**config.mk**
```make
export PLATFORM = sky130hd
export DESIGN_NAME = uart_rx_ctrl
export DESIGN_NICKNAME = d
export VERILOG_FILES = /design/src/rtl/uart_rx_pkg.sv /design/src/rtl/uart_rx_sampler.sv /design/src/rtl/uart_rx_ctrl.sv
export SDC_FILE = /design/constraint.sdc
export NUM_CORES = 1
export LEC_CHECK = 0
export CORE_MARGIN = 3
export CORE_UTILIZATION = 35
export DETAILED_ROUTE_END_ITERATION = 16
export PLACE_DENSITY = 0.61
export SYNTH_ARGS = -nofsm -noshare
export SYNTH_HDL_FRONTEND = slang
export SYNTH_SLANG_ARGS = --single-unit
export TNS_END_PERCENT = 5
```
**constraint.sdc**
```tcl
create_clock -name CLK -period 7 [get_ports CLK]
set_input_delay 1.4 -clock CLK [delete_from_list [all_inputs] [get_ports CLK]]
set_output_delay 1.4 -clock CLK [all_outputs]
set_load 0.1 [all_outputs]
```
**src/rtl/uart_rx_pkg.sv**
```systemverilog
`default_nettype none
// ============================================================================
// Module      : uart_rx_pkg
// Description : Shared definitions for the UART receive controller.
//               The FSM state encoding is gray-coded so that each normal
//               transition flips one bit. Also provides the parity-type
//               constants and a 3-input majority helper.
// Revision    : 1.0 - initial release
// ============================================================================
package uart_rx_pkg;

    // Gray-coded receive states: IDLE->START->DATA->PARITY->STOP1->STOP2
    localparam logic [2:0] ST_IDLE   = 3'b000;
    localparam logic [2:0] ST_START  = 3'b001;
    localparam logic [2:0] ST_DATA   = 3'b011;
    localparam logic [2:0] ST_PARITY = 3'b010;
    localparam logic [2:0] ST_STOP1  = 3'b110;
    localparam logic [2:0] ST_STOP2  = 3'b111;

    // Parity type selector values
    localparam logic PAR_EVEN = 1'b0;
    localparam logic PAR_ODD  = 1'b1;

    // Majority of three samples
    function automatic logic maj3(input logic a, input logic b, input logic c);
        return (a & b) | (a & c) | (b & c);
    endfunction

endpackage
`default_nettype wire

```
**src/rtl/uart_rx_sampler.sv**
```systemverilog
`default_nettype none
// ============================================================================
// Module      : uart_rx_sampler
// Description : Per-bit timing for the UART receiver. Counts oversampling
//               edges 0..prescale-1 inside each bit, captures three samples
//               around mid-bit, votes them and flags the end of the bit.
// Ports       : CLK, RST        - clock, asynchronous active-low reset
//               i_rx            - synchronised serial line
//               i_prescale      - clocks per bit (frame-latched copy)
//               i_start         - start edge seen in IDLE; counter loads 1
//               i_run           - receiver is inside a frame
//               o_bit           - majority-voted bit value
//               o_end_bit       - last edge of the current bit
// Revision    : 1.0 - initial release
// ============================================================================
module uart_rx_sampler
    import uart_rx_pkg::*;
#(
    parameter int PRESCALE_WIDTH = 6
) (
    input  logic                      CLK,
    input  logic                      RST,
    input  logic                      i_rx,
    input  logic [PRESCALE_WIDTH-1:0] i_prescale,
    input  logic                      i_start,
    input  logic                      i_run,
    output logic                      o_bit,
    output logic                      o_end_bit
);

    localparam logic [PRESCALE_WIDTH-1:0] C_ONE = PRESCALE_WIDTH'(1);

    logic [PRESCALE_WIDTH-1:0] edge_cnt_q, edge_cnt_d;
    logic                      s0_q, s0_d;
    logic                      s1_q, s1_d;
    logic                      s2_q, s2_d;
    logic [PRESCALE_WIDTH-1:0] w_half;

    assign w_half = i_prescale >> 1;

    always_comb begin
        s0_d       = s0_q;
        s1_d       = s1_q;
        s2_d       = s2_q;
        edge_cnt_d = edge_cnt_q;
        o_end_bit  = i_run && (edge_cnt_q == (i_prescale - C_ONE));

        if (i_run && (edge_cnt_q == (w_half - C_ONE))) s0_d = i_rx;
        if (i_run && (edge_cnt_q == w_half))           s1_d = i_rx;
        // With prescale=4 the third sample lands on the end-of-bit edge,
        // so the vote is taken from the next-state sample values.
        if (i_run && (edge_cnt_q == (w_half + C_ONE))) s2_d = i_rx;

        if (i_start) begin
            // The detection cycle already counted as edge 0
            edge_cnt_d = C_ONE;
        end else if (i_run) begin
            edge_cnt_d = o_end_bit ? '0 : (edge_cnt_q + C_ONE);
        end else begin
            edge_cnt_d = '0;
        end

        o_bit = maj3(s0_d, s1_d, s2_d);
    end

    always_ff @(posedge CLK or negedge RST) begin
        if (!RST) begin
            edge_cnt_q <= '0;
            s0_q       <= 1'b1;
            s1_q       <= 1'b1;
            s2_q       <= 1'b1;
        end else begin
            edge_cnt_q <= edge_cnt_d;
            s0_q       <= s0_d;
            s1_q       <= s1_d;
            s2_q       <= s2_d;
        end
    end

endmodule
`default_nettype wire

```
**src/rtl/uart_rx_ctrl.sv**
```systemverilog
`default_nettype none
// ============================================================================
// Module      : uart_rx_ctrl
// Description : UART receive controller. Frame FSM, LSB-first shift
//               register, parity/stop/break checks and registered one-cycle
//               result pulses. Bit timing lives in uart_rx_sampler.
// Ports       : CLK, RST        - oversampling clock, async active-low reset
//               RX_IN           - synchronised serial line, idle high
//               prescale        - clocks per bit
//               PAR_EN/PAR_TYP  - parity present / odd(1) or even(0)
//               STOP2           - two stop bits expected
//               P_DATA          - last good received word
//               data_valid, Parity_Error, Stop_Error, Break_Det - pulses
//               busy            - any state other than IDLE
// Revision    : 1.0 - initial release
// ============================================================================
module uart_rx_ctrl
    import uart_rx_pkg::*;
#(
    parameter int DATA_WIDTH     = 8,
    parameter int PRESCALE_WIDTH = 6
) (
    input  logic                      CLK,
    input  logic                      RST,
    input  logic                      RX_IN,
    input  logic [PRESCALE_WIDTH-1:0] prescale,
    input  logic                      PAR_EN,
    input  logic                      PAR_TYP,
    input  logic                      STOP2,
    output logic [DATA_WIDTH-1:0]     P_DATA,
    output logic                      data_valid,
    output logic                      Parity_Error,
    output logic                      Stop_Error,
    output logic                      Break_Det,
    output logic                      busy
);

    localparam int BIT_CNT_W = $clog2(DATA_WIDTH);

    logic [2:0]                state_q, state_d;
    logic [BIT_CNT_W-1:0]      bit_cnt_q, bit_cnt_d;
    logic [DATA_WIDTH-1:0]     shift_q, shift_d;
    logic [DATA_WIDTH-1:0]     p_data_q, p_data_d;
    logic [PRESCALE_WIDTH-1:0] prescale_q, prescale_d;
    logic                      par_en_q, par_en_d;
    logic                      par_typ_q, par_typ_d;
    logic                      stop2_q, stop2_d;
    logic                      all_zero_q, all_zero_d;
    logic                      stop_err_q, stop_err_d;
    logic                      par_bad_q, par_bad_d;
    logic                      brk_hold_q, brk_hold_d;
    logic                      dv_q, dv_d;
    logic                      perr_q, perr_d;
    logic                      serr_q, serr_d;
    logic                      brk_q, brk_d;

    logic w_bit;
    logic w_end;
    logic w_start;
    logic w_latch;
    logic w_frame_end;
    logic w_brk;
    logic w_perr_raw;

    uart_rx_sampler #(
        .PRESCALE_WIDTH (PRESCALE_WIDTH)
    ) u_sampler (
        .CLK        (CLK),
        .RST        (RST),
        .i_rx       (RX_IN),
        .i_prescale (prescale_q),
        .i_start    (w_start),
        .i_run      (state_q != ST_IDLE),
        .o_bit      (w_bit),
        .o_end_bit  (w_end)
    );

    always_comb begin
        state_d     = state_q;
        bit_cnt_d   = bit_cnt_q;
        shift_d     = shift_q;
        p_data_d    = p_data_q;
        all_zero_d  = all_zero_q;
        stop_err_d  = stop_err_q;
        par_bad_d   = par_bad_q;
        brk_hold_d  = brk_hold_q;
        dv_d        = 1'b0;
        perr_d      = 1'b0;
        serr_d      = 1'b0;
        brk_d       = 1'b0;
        w_start     = 1'b0;
        w_latch     = 1'b0;
        w_frame_end = 1'b0;
        w_brk       = 1'b0;
        w_perr_raw  = 1'b0;

        case (state_q)
            ST_IDLE: begin
                // After a break the line is still low; wait for mark before
                // hunting for the next start bit so one break reports once.
                brk_hold_d = brk_hold_q & ~RX_IN;
                if (!RX_IN && !brk_hold_q) begin
                    state_d = ST_START;
                    w_start = 1'b1;
                    w_latch = 1'b1;
                end
            end
            ST_START: begin
                if (w_end) begin
                    if (w_bit) begin
                        state_d = ST_IDLE;
                    end else begin
                        state_d    = ST_DATA;
                        bit_cnt_d  = '0;
                        all_zero_d = 1'b1;
                        stop_err_d = 1'b0;
                        par_bad_d  = 1'b0;
                    end
                end
            end
            ST_DATA: begin
                if (w_end) begin
                    shift_d    = {w_bit, shift_q[DATA_WIDTH-1:1]};
                    all_zero_d = all_zero_q & ~w_bit;
                    if (bit_cnt_q == BIT_CNT_W'(DATA_WIDTH - 1)) begin
                        bit_cnt_d = '0;
                        state_d   = par_en_q ? ST_PARITY : ST_STOP1;
                    end else begin
                        bit_cnt_d = bit_cnt_q + BIT_CNT_W'(1);
                    end
                end
            end
            ST_PARITY: begin
                if (w_end) begin
                    par_bad_d  = w_bit ^ (^shift_q) ^ (par_typ_q == PAR_ODD);
                    all_zero_d = all_zero_q & ~w_bit;
                    state_d    = ST_STOP1;
                end
            end
            ST_STOP1: begin
                if (w_end) begin
                    stop_err_d = stop_err_q | ~w_bit;
                    all_zero_d = all_zero_q & ~w_bit;
                    if (stop2_q) begin
                        state_d = ST_STOP2;
                    end else begin
                        w_frame_end = 1'b1;
                    end
                end
            end
            ST_STOP2: begin
                if (w_end) begin
                    stop_err_d  = stop_err_q | ~w_bit;
                    w_frame_end = 1'b1;
                end
            end
            default: begin
                state_d = ST_IDLE;
            end
        endcase

        if (w_frame_end) begin
            w_brk      = all_zero_d;
            w_perr_raw = par_en_q & par_bad_d;
            brk_d      = w_brk;
            perr_d     = w_perr_raw & ~w_brk;
            serr_d     = stop_err_d & ~w_brk;
            dv_d       = ~w_perr_raw & ~stop_err_d & ~w_brk;
            if (dv_d) begin
                p_data_d = shift_q;
            end
            if (w_brk) begin
                state_d    = ST_IDLE;
                brk_hold_d = 1'b1;
            end else if (!RX_IN) begin
                // Back-to-back frame; the sampler counter has just wrapped to 0
                state_d = ST_START;
                w_latch = 1'b1;
            end else begin
                state_d = ST_IDLE;
            end
        end
    end

    // Frame configuration is captured at frame start and held for the frame
    assign prescale_d = w_latch ? prescale : prescale_q;
    assign par_en_d   = w_latch ? PAR_EN   : par_en_q;
    assign par_typ_d  = w_latch ? PAR_TYP  : par_typ_q;
    assign stop2_d    = w_latch ? STOP2    : stop2_q;

    always_ff @(posedge CLK or negedge RST) begin
        if (!RST) begin
            state_q    <= ST_IDLE;
            bit_cnt_q  <= '0;
            shift_q    <= '0;
            p_data_q   <= '0;
            prescale_q <= '0;
            par_en_q   <= 1'b0;
            par_typ_q  <= 1'b0;
            stop2_q    <= 1'b0;
            all_zero_q <= 1'b0;
            stop_err_q <= 1'b0;
            par_bad_q  <= 1'b0;
            brk_hold_q <= 1'b0;
            dv_q       <= 1'b0;
            perr_q     <= 1'b0;
            serr_q     <= 1'b0;
            brk_q      <= 1'b0;
        end else begin
            state_q    <= state_d;
            bit_cnt_q  <= bit_cnt_d;
            shift_q    <= shift_d;
            p_data_q   <= p_data_d;
            prescale_q <= prescale_d;
            par_en_q   <= par_en_d;
            par_typ_q  <= par_typ_d;
            stop2_q    <= stop2_d;
            all_zero_q <= all_zero_d;
            stop_err_q <= stop_err_d;
            par_bad_q  <= par_bad_d;
            brk_hold_q <= brk_hold_d;
            dv_q       <= dv_d;
            perr_q     <= perr_d;
            serr_q     <= serr_d;
            brk_q      <= brk_d;
        end
    end

    assign P_DATA       = p_data_q;
    assign data_valid   = dv_q;
    assign Parity_Error = perr_q;
    assign Stop_Error   = serr_q;
    assign Break_Det    = brk_q;
    assign busy         = (state_q != ST_IDLE);

endmodule
`default_nettype wire

```
# Word level (Yosys, flattened, before mapping)
# Cells that the tools add are included.
# Widths: inputs -> output; s select.
dict set report word_totals {
  ff_bits 48
  inputBits 12
  out_inout_bits 13
  elab_cells 135
}
dict set report op_classes {
  addsub 5
  eq_ne 21
  muxes 52
  bitwise 20
  reduce_logical 17
}
# cell count
set ops {}
lappend ops {{$mux 3} 13}
lappend ops {{$mux 1} 29}
lappend ops {{$eq 6x6->1} 3}
lappend ops {{$mux 6} 3}
lappend ops {{$pmux 3 s6} 1}
lappend ops {{$ne 3x2->1 const B} 4}
lappend ops {{$and 1x1->1} 10}
lappend ops {{$eq 3x3->1 const B} 3}
lappend ops {{$ne 3x3->1 const B} 3}
lappend ops {{$pmux 1 s2} 4}
lappend ops {{$reduce_and 8->1} 1}
lappend ops {{$reduce_xor 8->1} 1}
lappend ops {{$add 5x1->6 const B} 1}
lappend ops {{$add 6x1->6 const B} 1}
lappend ops {{$eq 3x2->1 const B} 2}
lappend ops {{$eq 6x5->1} 1}
lappend ops {{$pmux 3 s2} 1}
lappend ops {{$sub 5x1->6 const B} 1}
lappend ops {{$sub 6x1->6 const B} 1}
lappend ops {{$logic_and 1x1->1} 5}
lappend ops {{$not 1->1} 5}
lappend ops {{$ne 2x1->1 const B} 2}
lappend ops {{$ne 2x2->1 const B} 2}
lappend ops {{$reduce_and 2->1} 2}
lappend ops {{other kinds (12)} 16}

# Depth between registers and ports, before layout
# Gate-level depths: netlist (run 1).
dict set report logic_depth {
  depth_word 16
  ltp_mapped 13
}

# By module
# From an unflattened synthesis (run 1), not the netlist that was laid out.
dict set report hier_totals {
  hier_cells 260
  hier_area_um2 2732.6
}
# module instances cells_each area_each_um2 seq_area_each_um2
set modules_own_cells {}
lappend modules_own_cells {uart_rx_ctrl 1 162 1801.7 975.9}
lappend modules_own_cells {uart_rx_sampler 1 98 930.9 229.0}

# Least setup slack after synthesis (run 1)
# OpenSTA, ideal clock, no wires.
dict set report synth_timing {
  kind {reg-to-reg}
  start {register state_q[1]}
  end {register p_data_q[0], in the netlist P_DATA[0]}
  arrival_time_ps 3527
  path_slack_ps 3346
  stages_incl_launch_ff 11
  n_path_buf 1
  period_less_slack_ps 3654
  path_cell_list {dfrtp_1 > buf_2 > nor3_1 > inv_1 > nand4_1 > mux2_2 > a32o_1 > nor3_4 > mux2i_1 > a211oi_4 > mux2_4}
}
dict set report synth_via {
  elab_chain_cells 15
  word_cells_on_any_way 47
  cone_classes {5 x eq/ne; 18 x mux; 16 x bitwise; 8 x reduce/logical}
}
# element line_no
set synth_rtl {}
lappend synth_rtl {{start, declared} uart_rx_ctrl.sv:40} ;# logic [2:0] state_q, state_d;
lappend synth_rtl {{start signal, assigned} uart_rx_ctrl.sv:210} ;# state_q <= state_d;
lappend synth_rtl {{$reduce_bool 3->1 (*)} -}
lappend synth_rtl {{net busy} uart_rx_ctrl.sv:35} ;# output logic busy
lappend synth_rtl {{$logic_and 1x1->1 (*)} uart_rx_sampler.sv:49} ;# if (i_run && (edge_cnt_q == w_half)) s1_d = i_rx;
lappend synth_rtl {{$mux 1 (*)} uart_rx_sampler.sv:49}
lappend synth_rtl {{net u_sampler.s1_d} uart_rx_sampler.sv:35} ;# logic s1_q, s1_d;
lappend synth_rtl {{$and 1x1->1} uart_rx_pkg.sv:26} ;# return (a & b) | (a & c) | (b & c);
lappend synth_rtl {{$or 1x1->1} uart_rx_pkg.sv:26}
lappend synth_rtl {{$or 1x1->1 (*)} uart_rx_pkg.sv:26}
lappend synth_rtl {{$xor 1x1->1 (2 in a row)} uart_rx_ctrl.sv:135} ;# par_bad_d = w_bit ^ (^shift_q) ^ (par_typ_q == PAR_ODD);
lappend synth_rtl {{$mux 1} uart_rx_ctrl.sv:134} ;# if (w_end) begin
lappend synth_rtl {{$pmux 1 s2 (*)} uart_rx_ctrl.sv:97} ;# case (state_q)
lappend synth_rtl {{net par_bad_d} uart_rx_ctrl.sv:50} ;# logic par_bad_q, par_bad_d;
lappend synth_rtl {{$and 1x1->1 (*)} uart_rx_ctrl.sv:164} ;# w_perr_raw = par_en_q & par_bad_d;
lappend synth_rtl {{$not 1->1 (*)} uart_rx_ctrl.sv:168} ;# dv_d = ~w_perr_raw & ~stop_err_d & ~w_brk;
lappend synth_rtl {{$and 1x1->1 (*) (2 in a row)} uart_rx_ctrl.sv:168}
lappend synth_rtl {{$reduce_and 2->1 (no source line) (*)} -}
lappend synth_rtl {{end signal, assigned} uart_rx_ctrl.sv:213} ;# p_data_q <= p_data_d;
lappend synth_rtl {{end, declared} uart_rx_ctrl.sv:43} ;# logic [DATA_WIDTH-1:0] p_data_q, p_data_d;
# Mark *: on every way through the listed nets, which the timed path passes. The rest lies on a longest branch.
# A chain may end at the register's enable or synchronous reset.

# Worst setup path after layout (run 1)
dict set report layout_timing {
  start {register prescale_q[2]}
  end {register p_data_q[0], in the netlist P_DATA[0]}
}
dict set report layout_via {
  elab_chain_cells 16
  word_cells_on_any_way 46
  cone_classes {3 x add/sub; 4 x eq/ne; 18 x mux; 16 x bitwise; 5 x reduce/logical}
}
# element line_no
set layout_rtl {}
lappend layout_rtl {{start, declared} uart_rx_ctrl.sv:44} ;# logic [PRESCALE_WIDTH-1:0] prescale_q, prescale_d;
lappend layout_rtl {{start signal, assigned} uart_rx_ctrl.sv:214} ;# prescale_q <= prescale_d;
lappend layout_rtl {{$sub 5x1->6 or $add 5x1->6 (tied branches)} {uart_rx_sampler.sv:48, uart_rx_sampler.sv:52}}
lappend layout_rtl {{$eq 6x6->1, on equally long branches} {uart_rx_sampler.sv:48, uart_rx_sampler.sv:52}}
lappend layout_rtl {{$logic_and 1x1->1, on equally long branches} {uart_rx_sampler.sv:48, uart_rx_sampler.sv:52}}
lappend layout_rtl {{$mux 1, on equally long branches} {uart_rx_sampler.sv:48, uart_rx_sampler.sv:52}}
lappend layout_rtl {{$and 1x1->1} uart_rx_pkg.sv:26}
lappend layout_rtl {{$or 1x1->1 (2 in a row)} uart_rx_pkg.sv:26}
lappend layout_rtl {{$xor 1x1->1 (2 in a row)} uart_rx_ctrl.sv:135}
lappend layout_rtl {{$mux 1} uart_rx_ctrl.sv:134}
lappend layout_rtl {{$pmux 1 s2} uart_rx_ctrl.sv:97}
lappend layout_rtl {{$and 1x1->1} uart_rx_ctrl.sv:164}
lappend layout_rtl {{$not 1->1} uart_rx_ctrl.sv:168}
lappend layout_rtl {{$and 1x1->1 (2 in a row)} uart_rx_ctrl.sv:168}
lappend layout_rtl {{$reduce_and 2->1 (no source line) (*)} -}
# Mark *: on every way between the ends. The rest lies on a longest branch, timed or not.

==> results.json, run 1 <==
{
  "required_ns": 7.19,
  "cts_sinks": 48,
  "worstPathArrival_ns": 4.29,
  "core_sq_um": 7490,
  "cts_resized": 0,
  "ys_async_sr_fraction": 1.00,
  "io_pins": 25,
  "cts_made_buffers": 5,
  "total_power_mw": 1.31,
  "clk_latency_ns": 0.30,
  "syn_inst": 264,
  "ir_worst_vdd_mv": 0.175,
  "setup_viol": 0,
  "timing.final.crit_share": 0.585,
  "grt_pass1_vias": 2044,
  "cts-root-buf": "clkbuf_8",
  "yosysMostFrequentCell": "dfrtp_1",
  "layout_setup_ws_ns": 2.90,
  "fin_setup_tns_ns": 0,
  "synth_top_area_frac": 0.403,
  "finalHoldViolCount": 0,
  "worst_slew_pin_slew_ns": 0.981,
  "dieHeight_um": 95.3,
  "crit_path_start_kind": "flip-flop",
  "hpwl_um": 4010,
  "placed_cells": 373,
  "slew_headroom": 0.344,
  "grt_setup_unrepaired": "false",
  "avgViaCountPerCell": 5.19,
  "end_kind": "flip-flop",
  "drv_slew": 0,
  "antenna_found_initial": 0,
  "power_per_cell_area_nw_per_um2": 408,
  "synthesis.area_sq_um": 2790,
  "gp_congestion": 0.827,
  "drc": 0,
  "yosysWarningCount": 0,
  "hold_class": "flip-flop to flip-flop",
  "grt-ovfl-total": 0,
  "row_count": 31,
  "initial_core_util": 0.373,
  "max-clock-path-buffers": 2,
  "drive_gt1_frac": 0.167,
  "yosysTopAreaCell": "dfrtp_1",
  "yosysSeqAreaShare": 0.432,
  "fmax_mhz": 244,
  "maxCapViolations": 0,
  "initialDrtViolationCount": 109,
  "synth_edf_count": 0,
  "stdcell_count": 381,
  "via_count": 1978,
  "synth.net_count": 283,
  "wl_per_cell_um": 14.9,
  "die_area_sq_um": 9080,
  "grt_usage": 0.140,
  "antenna_cells": 0,
  "dp_slack_ns": 2.59,
  "cts_tree": "yes",
  "htree_levels": 2,
  "status": "finished clean",
  "synth_seq_cells": 48,
  "first_pass_iters": 4,
  "grt_start_max_net_pins": 49,
  "cts_setup_buffers": 0,
  "synthFlopType": "dfrtp_1",
  "cts_hold_buf": 0,
  "area_delta_synth_final_pct": 15.2,
  "period_minus_slack_ns": 4.10,
  "postSynthAreaPerCell_sq_um": 10.6,
  "yosys-top-cells-area": "dfrtp_1 (40%), mux2_2 (6.9%), xnor2_1 (5.3%)",
  "p_leak_nw": 1.39,
  "synthDistinctLibCells": 56,
  "clk_pin_slew_worst_paths_ns": 0.10,
  "cp_max_fo": 11,
  "antenna_left": 0,
  "grt_pass1_wl_um": 10100,
  "finClkSkew_ns": 0.0115,
  "fin_nets": 300,
  "die_w_um": 95.3,
  "wl_um": 5680,
  "io_buffers": 24,
  "critPathKind": "flip-flop to flip-flop",
  "synthTopCellsByCount": "dfrtp_1 (45), nor2_1 (22)"
}
==> report_power, final <==
group	switching (mW)	internal [mW]
clock	0.0955	0.144
sequential	0.134	0.355
combinational	0.318	0.267
==> path summary, 6_finish.rpt <==
kind,cells after the start,slack (ns),end,startpoint
setup / recovery,10,2.90,P_DATA[0],prescale_q[2]
hold / removal,2,0.50,bit_cnt_q[1],bit_cnt_q[1]
hold reg to reg,2,0.50,bit_cnt_q[1],bit_cnt_q[1]
min in group asynchronous,2,1.20,data_valid,RST
max in group asynchronous,2,5.39,u_sampler.edge_cnt_q[0],RST
setup reg to reg,10,2.90,P_DATA[0],prescale_q[2]
==> critical path: stages (launching register included) <==
cell	delay [ns]
dfrtp_1	0.53
inv_1	0.16
ha_1	0.26
a21boi_1	0.27
xnor2_1	0.15
o2111ai_1	0.16
nor3_1	0.59
o2111ai_1	0.44
a211o_1	0.47
a211oi_4	0.59
mux2_4	0.35
==> cell usage in the layout (no fill, tap or decap), types with 2 or more instances in the layout <==
master | synthesis | routed
a21oi_1 | 8 | 8
o41ai_1 | 2 | 2
and3_1 | 2 | 2
nor2_1 | 22 | 22
a31o_2 | 2 | 2
nand2_1 | 17 | 17
o22ai_1 | 2 | 2
xor2_1 | 17 | 17
o31ai_1 | 2 | 2
bufinv_16 | 0 | 2
a31oi_1 | 3 | 3
clkdlybuf4s50_1 | 0 | 23
o21ai_0 | 10 | 10
mux2_4 | 8 | 8
mux2i_1 | 2 | 2
mux2_2 | 17 | 17
dfstp_2 | 3 | 3
o21a_1 | 2 | 2
or4_1 | 2 | 2
nand2b_1 | 3 | 3
nand3b_1 | 2 | 2
nand4_1 | 2 | 2
inv_1 | 9 | 9
nand3_1 | 6 | 6
dfrtp_1 | 45 | 45
clkbuf_8 | 0 | 5
nor4_1 | 2 | 2
a21o_1 | 2 | 2
ha_1 | 7 | 7
nor3_1 | 6 | 6
or3_1 | 2 | 2
nor4b_1 | 2 | 2
o2111ai_1 | 2 | 2
a2111oi_0 | 2 | 2
xnor2_1 | 17 | 17
==> registers in the layout (all words and copies together), names as in the netlist <==
register / cells
Break_Det: 1
P_DATA: 8
Parity_Error: 1
Stop_Error: 1
all_zero_q: 1
bit_cnt_q: 3
brk_hold_q: 1
data_valid: 1
par_bad_q: 1
par_en_q: 1
par_typ_q: 1
prescale_q: 6
shift_q: 8
state_q: 3
stop2_q: 1
stop_err_q: 1
u_sampler.edge_cnt_q: 6
u_sampler.s0_q: 1
u_sampler.s1_q: 1
u_sampler.s2_q: 1
==> stage by stage <==
stage / utilization / hold slack, ns / cell area, sq um
floorplan: - / 0.454 / 2790
global placement: 0.411 / 0.475 / 3080
detailed placement: 0.411 / 0.479 / 3080
global route: 0.430 / 0.547 / 3220
finish: 0.430 / 0.498 / 3220
CTS: 0.430 / 0.501 / 3220
==> metal layers <==
| metal | GRT usage | up-vias | routed length, um |
|---|---|---|---|
| li1 | - | 968 | - |
| met1 | 0.196 | 972 | 2790 |
| met2 | 0.220 | 33 | 2640 |
| met3 | 0.0308 | 5 | 208 |
| met4 | 0.0361 | 0 | 44 |
| met5 | 0 | - | 0 |
==> cell families after synthesis <==
group | synth area share
mux | 0.119
flops | 0.432
xor+xnor | 0.107
simple gates | 0.142
buf+inv | 0.0408
compound gates | 0.129
fa+ha+maj | 0.0314
==> cell type report <==
type                            count  area (sq um)
Fill cell                         725          4270
Multi-Input combinational cell    192          1470
Sequential cell                    48          1200
Timing Repair Buffer               25           243
Tap cell                           99           124
Clock buffer                        5          68.8
Clock inverter                      3          68.8
Inverter                            9          33.8
(Power assumes the default switching activity.)
==> run 2, diff against run 1 <==
Clock period 7 ns to 4.2 ns, I/O delays scaled along.
==> run 2 against run 1 <==
Net effect: global-route usage is 0.64 points higher; via count grew 2.8%; critical path depth up 1; flip-flop and latch count stayed put; combinational power is 85% higher; clock skew is 0.0082 ns lower; largest power group unchanged; highest routed layer unchanged.
==> results.json, run 2 (synthesis results as in run 1) <==
{
  "path_buf_inv": 1,
  "reg2reg_to": "P_DATA[1]",
  "layout_common_cells": "dfrtp_1 (45), clkdlybuf4s50_1 (23), nor2_1 (22)",
  "required_ns": 4.40,
  "drc": 0,
  "dieHeight_um": 95.3,
  "antenna_cells": 0,
  "fmax_mhz": 260,
  "clk_pin_slew_worst_paths_ns": 0.09,
  "power_per_cell_area_nw_per_um2": 656,
  "critPathKind": "flip-flop to flip-flop",
  "grt_setup_unrepaired": "false",
  "dpl_cell_area_sq_um": 3150,
  "clk_latency_ns": 0.31,
  "initial_core_util": 0.373,
  "timing.final.crit_share": 0.916,
  "crit_cells": 11,
  "wl_um": 5870,
  "fin_setup_tns_ns": 0,
  "slowest_delay_ns": 0.66,
  "cts_resized": 0,
  "finalHoldViolCount": 0,
  "final_common_cell": "dfrtp_1",
  "reg2reg_depth": 11,
  "drv_slew": 0,
  "grt_usage": 0.147,
  "cts_setup_buffers": 0,
  "grt_pass1_wl_um": 10500,
  "dp_slack_ns": 0.353,
  "setup_viol": 0,
  "maxCapViolations": 0,
  "grt-ovfl-total": 0,
  "io_pins": 25,
  "cts_sinks": 48,
  "crit_end": "P_DATA[1]",
  "cp-startpoint": "prescale_q[2]",
  "cts-root-buf": "clkbuf_8",
  "worstPathArrival_ns": 4.05,
  "layout_setup_ws_ns": 0.352,
  "grt_start_max_net_pins": 49,
  "cts_made_buffers": 5,
  "cp_top_family": "compound AO/OA/AOI/OAI gates",
  "core_sq_um": 7490,
  "avgViaCountPerCell": 5.20,
  "via_count": 2034,
  "fin_nets": 310,
  "crit_top_cell": "mux2i_1",
  "cp_max_fo": 11,
  "htree_levels": 2,
  "cts_tree": "yes",
  "io_buffers": 24,
  "antenna_found_initial": 0,
  "grt_pass1_vias": 2163,
  "cts_hold_buf": 0,
  "wl_per_cell_um": 15.0,
  "slowest_stage": "a211oi_4",
  "stdcell_area_sq_um": 3250,
  "status": "finished clean",
  "area_delta_synth_final_pct": 16.3,
  "register_area_sq_um": 1200,
  "worst_slew_pin_slew_ns": 0.977,
  "hpwl_um": 4150,
  "antenna_left": 0,
  "fill_cells": 720,
  "r2r_start": "prescale_q[2]",
  "first_pass_iters": 4,
  "hold_class": "flip-flop to flip-flop",
  "reg2reg_slack_ns": 0.35,
  "p_leak_nw": 1.41,
  "max-clock-path-buffers": 2,
  "crit_path_start_kind": "flip-flop",
  "multi_input_area_sq_um": 1470,
  "row_count": 31,
  "die_w_um": 95.3,
  "initialDrtViolationCount": 163,
  "period_minus_slack_ns": 3.85,
  "slew_headroom": 0.346,
  "crit_chain": "inv_1 -> ha_1 -> a21boi_1 -> xnor2_1 -> o2111ai_1 -> or3_1 -> or4_1 -> mux2i_1 -> mux2i_1 -> a211oi_4 -> mux2_4",
  "drive_gt1_frac": 0.195,
  "gp_congestion": 0.865,
  "die_area_sq_um": 9080,
  "finClkSkew_ns": 0.00328,
  "end_kind": "flip-flop",
  "ir_worst_vdd_mv": 0.254
}
run 2: cell types whose count changed in the layout (fill, tap and decap cells not counted):
cell        delta
clkinv_4       +1
inv_6          -1
bufinv_16      -2
clkinvlp_4     +2
buf_4         +10
run 2: worst min path at each step:
stage | from | to | slack, ns | cells past startpoint
after global placement | bit_cnt_q[2] | bit_cnt_q[2] | 0.47 | 2
after floorplan | bit_cnt_q[1] | bit_cnt_q[1] | 0.45 | 2
after CTS | bit_cnt_q[2] | bit_cnt_q[2] | 0.50 | 2
after global routing | u_sampler.s2_q | u_sampler.s2_q | 0.52 | 2
final | bit_cnt_q[2] | bit_cnt_q[2] | 0.49 | 2
after detailed placement | bit_cnt_q[2] | bit_cnt_q[2] | 0.48 | 2
run 2: layer usage:
metal	share of wire	up-vias	GRT usage
met4	0.015	0	0.0517
met3	0.044	7	0.0331
met1	0.50	994	0.204
met5	0	-	0
met2	0.45	44	0.223
li1	-	989	-
run 2: tightest hold or removal path: stages (launching register included):
cell	delay, ns
dfrtp_1	0.36
nand2_1	0.05
o21ai_0	0.06
run 2: report_power, final:
| part | internal [mW] | leakage [nW] | switching (mW) |
|---|---|---|---|
| logic | 0.486 | 0.751 | 0.598 |
| clock network | 0.118 | 0.0404 | 0.166 |
| registers | 0.592 | 0.618 | 0.168 |
| total | 1.20 | 1.41 | 0.933 |
run 2: layout make-up:
type	instances	area share
flip-flops and latches	48	0.371
well taps	99	0.0382
clock buffers	5	0.0212
inverters	9	0.0104
clock inverters	3	0.00732
repair buffers	35	0.0979
multi-input cells	192	0.454
run 2: per-stage QoR:
step / util / total power [mW] / std cells / hold slack (ns)
after CTS: 0.434 / 2.14 / 391 / 0.503
after detailed placement: 0.421 / 1.85 / 383 / 0.482
after global routing: 0.434 / 2.31 / 391 / 0.522
after global placement: 0.421 / 1.84 / 383 / 0.474
after floorplan: - / 1.62 / 264 / 0.454
final: 0.434 / 2.13 / 391 / 0.494
==> run 3, diff against run 2 <==
Settings changed: MAX_ROUTING_LAYER set to met4.
==> run 3 against run 2 <==
Net effect: register-to-register slack about the same; clock-buffer cell count did not move; global-route usage rose by 0.41 points; setup slack got worse by 0.0040 ns; largest power group unchanged; clock power is essentially flat; hold slack about the same.
==> results.json, run 3 (synthesis results as in run 1) <==
{
  "fill_cells": 720,
  "grt_start_max_net_pins": 49,
  "p_leak_nw": 1.41,
  "antenna_left": 0,
  "wl_um": 5910,
  "maxCapViolations": 0,
  "setup_viol": 0,
  "max-clock-path-buffers": 2,
  "cts-root-buf": "clkbuf_8",
  "slew_headroom": 0.341,
  "drive_gt1_frac": 0.195,
  "cts_tree": "yes",
  "status": "finished clean",
  "cts_sinks": 48,
  "slowest_stage": "a211oi_4",
  "area_delta_synth_final_pct": 16.3,
  "grt_setup_unrepaired": "false",
  "final_common_cell": "dfrtp_1",
  "io_pins": 25,
  "drv_slew": 0,
  "grt-ovfl-total": 0,
  "worst_slew_pin_slew_ns": 0.986,
  "clk_latency_ns": 0.31,
  "placed_cells": 383,
  "wl_per_cell_um": 15.1,
  "stdcell_count": 391,
  "holdWs_ns": 0.494,
  "antenna_cells": 0,
  "io_buffers": 24,
  "critPathKind": "flip-flop to flip-flop",
  "fin_setup_tns_ns": 0,
  "antenna_found_initial": 0,
  "htree_levels": 2,
  "grt_pass1_wl_um": 10500,
  "hpwl_um": 4150,
  "timing.final.crit_share": 0.917,
  "gp_congestion": 0.879,
  "avgViaCountPerCell": 5.25,
  "fin_nets": 310,
  "slowest_delay_ns": 0.66,
  "initialDrtViolationCount": 153,
  "die_w_um": 95.3,
  "finClkSkew_ns": 0.00384,
  "required_ns": 4.40,
  "grt_usage": 0.151,
  "hold_class": "flip-flop to flip-flop",
  "period_minus_slack_ns": 3.85,
  "row_count": 31,
  "cp_max_fo": 11,
  "end_kind": "flip-flop",
  "fmax_mhz": 260,
  "dieHeight_um": 95.3,
  "ir_worst_vdd_mv": 0.255,
  "crit_chain": "inv_1 -> ha_1 -> a21boi_1 -> xnor2_1 -> o2111ai_1 -> or3_1 -> or4_1 -> mux2i_1 -> mux2i_1 -> a211oi_4 -> mux2_4",
  "finalHoldViolCount": 0,
  "first_pass_iters": 4,
  "core_sq_um": 7490,
  "grt_pass1_vias": 2162,
  "crit_path_start_kind": "flip-flop",
  "worstPathArrival_ns": 4.05,
  "via_count": 2052,
  "cts_setup_buffers": 0,
  "cts_hold_buf": 0,
  "drc": 0,
  "cts_made_buffers": 5,
  "crit_top_cell": "mux2i_1",
  "die_area_sq_um": 9080,
  "initial_core_util": 0.373,
  "clk_pin_slew_worst_paths_ns": 0.09,
  "cts_resized": 0,
  "layout_common_cells": "dfrtp_1 (45), clkdlybuf4s50_1 (23), nor2_1 (22)",
  "power_per_cell_area_nw_per_um2": 657
}
[run 3: worst paths after layout]
kind / slack (ns) / start / to / depth (start not counted)
worst max-delay path: 0.35 / prescale_q[2] / P_DATA[1] / 11
worst min-delay path: 0.49 / bit_cnt_q[2] / bit_cnt_q[2] / 2
worst max register to register: 0.35 / prescale_q[2] / P_DATA[1] / 11
worst min register to register: 0.49 / bit_cnt_q[2] / bit_cnt_q[2] / 2
max in group asynchronous: 3.18 / RST / P_DATA[6] / 2
min in group asynchronous: 0.62 / RST / Parity_Error / 2
[run 3: critical path, delay by kind of cell (launching register included)]
family	cells	cell delay [ns]
buf+inv	1	0.14
simple gates	2	0.83
flops	1	0.51
mux	3	0.71
xor+xnor	1	0.15
fa+ha+maj	1	0.28
compound gates	3	1.13
[run 3: final cells by class]
class / count / area [sq um] / share of cell area
Clock buffer: 5 / 68.8 / 0.0212
Clock inverter: 3 / 23.8 / 0.00732
Inverter: 9 / 33.8 / 0.0104
Multi-Input combinational cell: 192 / 1470 / 0.454
Sequential cell: 48 / 1200 / 0.371
Tap cell: 99 / 124 / 0.0382
Timing Repair Buffer: 35 / 318 / 0.0979
[run 3: where the power goes]
group | internal, mW | leakage (nW) | switching [mW]
clock | 0.118 | 0.0404 | 0.167
combinational | 0.486 | 0.751 | 0.599
sequential | 0.592 | 0.618 | 0.171
total | 1.20 | 1.41 | 0.937
[run 3: per-stage QoR]
stage	util	area [sq um]	power (mW)	setup WS [ns]
after global routing	0.434	3250	2.31	0.114
after detailed placement	0.421	3150	1.85	0.353
after floorplan	-	2790	1.62	0.546
final	0.434	3250	2.13	0.348
after CTS	0.434	3250	2.14	0.312
after global placement	0.421	3150	1.84	0.387
[run 3: per-layer routing]
layer  GRT usage  up-vias  wire length [um]
met4      0.0517        0                96
met3      0.0300        8               202
li1            -      987                 -
met2       0.223       47              2620
met1       0.205     1010              2980
met5           -        -                 0
==> edit 1: new RTL, settings of run 2 <==
Add an input register stage for `RX_IN`, `prescale`, `PAR_EN`, `PAR_TYP` and `STOP2`, with the module's reset; this delays them by one clock.
--- a/src/rtl/uart_rx_ctrl.sv
+++ b/src/rtl/uart_rx_ctrl.sv
@@ -37,6 +37,28 @@
 
     localparam int BIT_CNT_W = $clog2(DATA_WIDTH);
 
+    logic RX_IN_q;
+    logic [PRESCALE_WIDTH-1:0] prescale_r;
+    logic PAR_EN_q;
+    logic PAR_TYP_q;
+    logic STOP2_q;
+
+    always_ff @(posedge CLK or negedge RST) begin
+        if (!RST) begin
+            RX_IN_q    <= '0;
+            prescale_r <= '0;
+            PAR_EN_q   <= '0;
+            PAR_TYP_q  <= '0;
+            STOP2_q    <= '0;
+        end else begin
+            RX_IN_q    <= RX_IN;
+            prescale_r <= prescale;
+            PAR_EN_q   <= PAR_EN;
+            PAR_TYP_q  <= PAR_TYP;
+            STOP2_q    <= STOP2;
+        end
+    end
+
     logic [2:0]                state_q, state_d;
     logic [BIT_CNT_W-1:0]      bit_cnt_q, bit_cnt_d;
     logic [DATA_WIDTH-1:0]     shift_q, shift_d;
@@ -67,7 +89,7 @@
     ) u_sampler (
         .CLK        (CLK),
         .RST        (RST),
-        .i_rx       (RX_IN),
+        .i_rx       (RX_IN_q),
         .i_prescale (prescale_q),
         .i_start    (w_start),
         .i_run      (state_q != ST_IDLE),
@@ -98,8 +120,8 @@
             ST_IDLE: begin
                 // After a break the line is still low; wait for mark before
                 // hunting for the next start bit so one break reports once.
-                brk_hold_d = brk_hold_q & ~RX_IN;
-                if (!RX_IN && !brk_hold_q) begin
+                brk_hold_d = brk_hold_q & ~RX_IN_q;
+                if (!RX_IN_q && !brk_hold_q) begin
                     state_d = ST_START;
                     w_start = 1'b1;
                     w_latch = 1'b1;
@@ -172,7 +194,7 @@
             if (w_brk) begin
                 state_d    = ST_IDLE;
                 brk_hold_d = 1'b1;
-            end else if (!RX_IN) begin
+            end else if (!RX_IN_q) begin
                 // Back-to-back frame; the sampler counter has just wrapped to 0
                 state_d = ST_START;
                 w_latch = 1'b1;
@@ -183,10 +205,10 @@
     end
 
     // Frame configuration is captured at frame start and held for the frame
-    assign prescale_d = w_latch ? prescale : prescale_q;
-    assign par_en_d   = w_latch ? PAR_EN   : par_en_q;
-    assign par_typ_d  = w_latch ? PAR_TYP  : par_typ_q;
-    assign stop2_d    = w_latch ? STOP2    : stop2_q;
+    assign prescale_d = w_latch ? prescale_r : prescale_q;
+    assign par_en_d   = w_latch ? PAR_EN_q : par_en_q;
+    assign par_typ_d  = w_latch ? PAR_TYP_q : par_typ_q;
+    assign stop2_d    = w_latch ? STOP2_q  : stop2_q;
 
     always_ff @(posedge CLK or negedge RST) begin
         if (!RST) begin
Formal check against the unedited RTL: not equivalent (a bounded check fails within 4 cycles, from zero or initial values and one cycle with RST low).
==> edit 1 against run 2 <==
Design area up 11%. Power rose by 16%. Area after synthesis increased by 8.8%. Setup slack better by 0.022 ns. Sequential cell count rose by 10. Clock skew increased by 0.011 ns. Die area grew 8.2%. Wire length fell by 2.3%. First-iteration DRC count decreased by 36%. Count of clock-buffer cells in the layout up 5. Largest cell class unchanged.
==> edit 1: results (changes against run 2) <==
stage;metric;value;unit;change
global_routing;grtUsageTotal;12.48;%;was 14.66%
global_routing;met3_usage;3.156;%;was 3.315%
critical_path;crit_fanout;8;;was 11
cts;clk_pin_slew;0.07;ns;was 0.09 ns
synth;syn_avg_cell_area;10.81;sq um;was 10.57 sq um
place;globalplace.congestion;0.8618;;was 0.8648
drt;wl_per_cell;13.66;microns;was 15.01 microns
critical_path;r2r-start;prescale_q[1];;was prescale_q[2]
cts;cts_max_level;3;;was 2
pwr;p_leak;1.583;nW;was 1.409 nW
timing;worstMarginPinSlew;0.9719;ns;was 0.9772 ns
drt;drtIter0Drc;105;;was 163
place;dp.cells;404;;was 383
global_routing;grt_max_degree;34;;was 49
synth;synth_cell_types;54;;was 56
pwr;combPwrFrac;40.1;%;was 50.9%
critical_path;arrival;4.04;ns;was 4.05 ns
drt;wl_met1;2.904;mm;was 2.912 mm
synth;synth-seq-area-share;47.92;%;was 43.16%
drt;met3_length;202;microns;was 256 microns
critical_path;cp-endpoint;P_DATA[6];;was P_DATA[1]
outcome;outcome;complete, no violations;;unchanged
worst_hold_path;min-delay-start;prescale_r[0];;was bit_cnt_q[2]
pwr;switching_power;956.7;uW;was 932.7 uW
critical_path;r2r_setup_slack;0.37;ns;was 0.35 ns
synth;synth_commonest_cells;dfrtp_1, nand2_1, nor2_1;;was dfrtp_1, nor2_1
-- edit 1: changes by cell type after synthesis, moves of 3 or more --
cell,run 2,this run
a211oi_1,0,3
buf_2,7,4
clkbuf_1,3,7
dfrtp_1,45,55
mux2_2,17,12
nand2_1,17,25
nor3_2,0,3
nor3b_1,0,3
o211ai_1,0,3
o21ai_0,10,15
xor2_1,17,10
-- edit 1: stage by stage --
step | setup slack (ns) | power (mW) | util (%)
6_report | 0.3742 | 2.465 | 43.37
5_1_grt | 0.1642 | 2.647 | 43.37
4_1_cts | 0.3688 | 2.480 | 43.37
3_5_place_dp | 0.3744 | 1.887 | 40.65
3_3_place_gp | 0.3987 | 1.874 | 40.65
2_1_floorplan | 0.7285 | 1.684 | -
-- edit 1: logic make-up after synthesis --
| kind of cell | count (synthesis) | synth area share, % |
|---|---|---|
| fa+ha+maj | 7 | 2.884 |
| buf+inv | 27 | 4.120 |
| compound gates | 52 | 12.40 |
| mux | 22 | 9.065 |
| xor+xnor | 31 | 9.435 |
| simple gates | 84 | 14.17 |
| flops | 58 | 47.92 |
-- edit 1: critical path, stage by stage, from the launching register on --
cell and delay, ns:
dfrtp_1 0.49, inv_1 0.15, ha_1 0.28, nor3b_2 0.18, xnor2_1 0.15, nor3_2 0.19, o211ai_2 0.15, a211o_1 0.30
a32oi_1 0.49, o41ai_1 0.15, a221o_1 0.43, a211oi_4 0.22, buf_4 0.23, mux2_4 0.31
-- edit 1: area by class of cell --
type,instances,area (sq um)
Fill cell,804,4723
Inverter,12,45.04
Sequential cell,58,1455
Clock inverter,6,88.84
Timing Repair Buffer,33,302.8
Clock buffer,10,137.6
Tap cell,105,131.4
Multi-Input combinational cell,196,1456
==> edit 2: new RTL, config.mk and constraints of run 2 <==
Made on the original files. `PRESCALE_WIDTH` is set to 6 in 2 places; all go to 3.
--- a/src/rtl/uart_rx_sampler.sv
+++ b/src/rtl/uart_rx_sampler.sv
@@ -16,7 +16,7 @@
 module uart_rx_sampler
     import uart_rx_pkg::*;
 #(
-    parameter int PRESCALE_WIDTH = 6
+    parameter int PRESCALE_WIDTH = 3
 ) (
     input  logic                      CLK,
     input  logic                      RST,
--- a/src/rtl/uart_rx_ctrl.sv
+++ b/src/rtl/uart_rx_ctrl.sv
@@ -18,7 +18,7 @@
     import uart_rx_pkg::*;
 #(
     parameter int DATA_WIDTH     = 8,
-    parameter int PRESCALE_WIDTH = 6
+    parameter int PRESCALE_WIDTH = 3
 ) (
     input  logic                      CLK,
     input  logic                      RST,
Interface: changed (resized prescale); port bits go from 25 to 22. The function was not compared with the original's and may differ.
==> edit 2 against run 2 <==
Area after synthesis down 26%. First-iteration DRC count down 36%. Utilization up 0.22 points. Design area down 25%. Setup slack better by 0.37 ns. Power down 12%. Sequential share of layout area up 6.0 points. Wire length down 35%. Sequential cell count down 6. Largest power group unchanged.
==> edit 2: results (changes against run 2) <==
stage;metric;value;unit;change
worst_hold_path;worstHoldPathCells;1;;was 2
place;dp.cells;274;;was 383
worst_hold_path;min_to;brk_hold_q;;was bit_cnt_q[2]
worst_hold_path;min-delay-start;brk_hold_q;;was bit_cnt_q[2]
timing;max_slew_margin;34.93;%;was 34.65%
synth;synth_nets;200;;was 283
synth;synth_mux_area_share;9.622;%;was 11.88%
global_routing;grt_use_met2;18.67;%;was 22.33%
critical_path;critPathMaxStageDelay;0.53;ns;was 0.66 ns
drt;wl_met1;1.945;mm;was 2.912 mm
synth;synth_commonest_cells;dfrtp_1, nand2_1, xnor2_1;;was dfrtp_1, nor2_1
critical_path;arrival;3.66;ns;was 4.05 ns
global_routing;grt_max_degree;43;;was 49
critical_path;r2r-end;P_DATA[4];;was P_DATA[1]
drt;wl;3.807;mm;was 5.870 mm
global_routing;grt_pass1_vias;1359;;was 2,163
synth;synth-adder-area-share;4.750;%;was 3.138%
critical_path;r2r_setup_slack;0.72;ns;was 0.35 ns
critical_path;crit_fanout;9;;was 11
synth;netlist_top_cells_area;dfrtp_1, mux2_2, xnor2_1, nand2_1, dfstp_2;;was dfrtp_1, mux2_2, xnor2_1, xor2_1, mux2_4
global_routing;grt_pass1_wl;6.824;mm;was 10.50 mm
layout;layout.nets;224;;was 310
global_routing;met1_usage;19.93;%;was 20.40%
drt;drtIter0Drc;105;;was 163
global_routing;grtUsageTotal;13.17;%;was 14.66%
place;hpwlAfterDp;2.795;mm;was 4.147 mm
outcome;outcome;complete, no violations;;unchanged
place;port_buffers;21;;was 24
drt;met3_length;130;microns;was 256 microns
layout;drive_above_1_share;17.22;%;was 19.52%
cts;clk_latency;0.28;ns;was 0.31 ns
drt;vias_per_cell;4.808;;was 5.202
synth;synth_xor_area_share;8.526;%;was 10.67%
pwr;p_leak;1.091;nW;was 1.409 nW
drt;wl_per_cell;13.55;microns;was 15.01 microns
synth;postSynthCellCount;185;;was 264
-- edit 2: metrics by stage --
step                      power, mW  worst slack, ns  instance area [sq um]  hold slack [ns]  util, %
after floorplan               1.385            1.124                   2054           0.4582        -
after global placement        1.551           0.7458                   2331           0.4849    41.57
after detailed placement      1.568           0.6419                   2331           0.4892    41.57
after CTS                     1.892           0.6785                   2444           0.5067    43.57
after global routing          2.031           0.3572                   2444           0.5219    43.57
final                         1.866           0.7185                   2444           0.5029    43.57
-- edit 2: area by class of cell --
cell class | count | area [sq um]
Clock buffer | 6 | 82.58
Clock inverter | 1 | 30.03
Fill cell | 568 | 3164
Inverter | 9 | 33.78
Multi-Input combinational cell | 129 | 939.7
Sequential cell | 42 | 1055
Tap cell | 72 | 90.09
Timing Repair Buffer | 22 | 212.7
-- edit 2: report_power, final --
group	internal (mW)	switching, mW
registers	0.537	0.149
logic	0.405	0.458
clock network	0.190	0.126
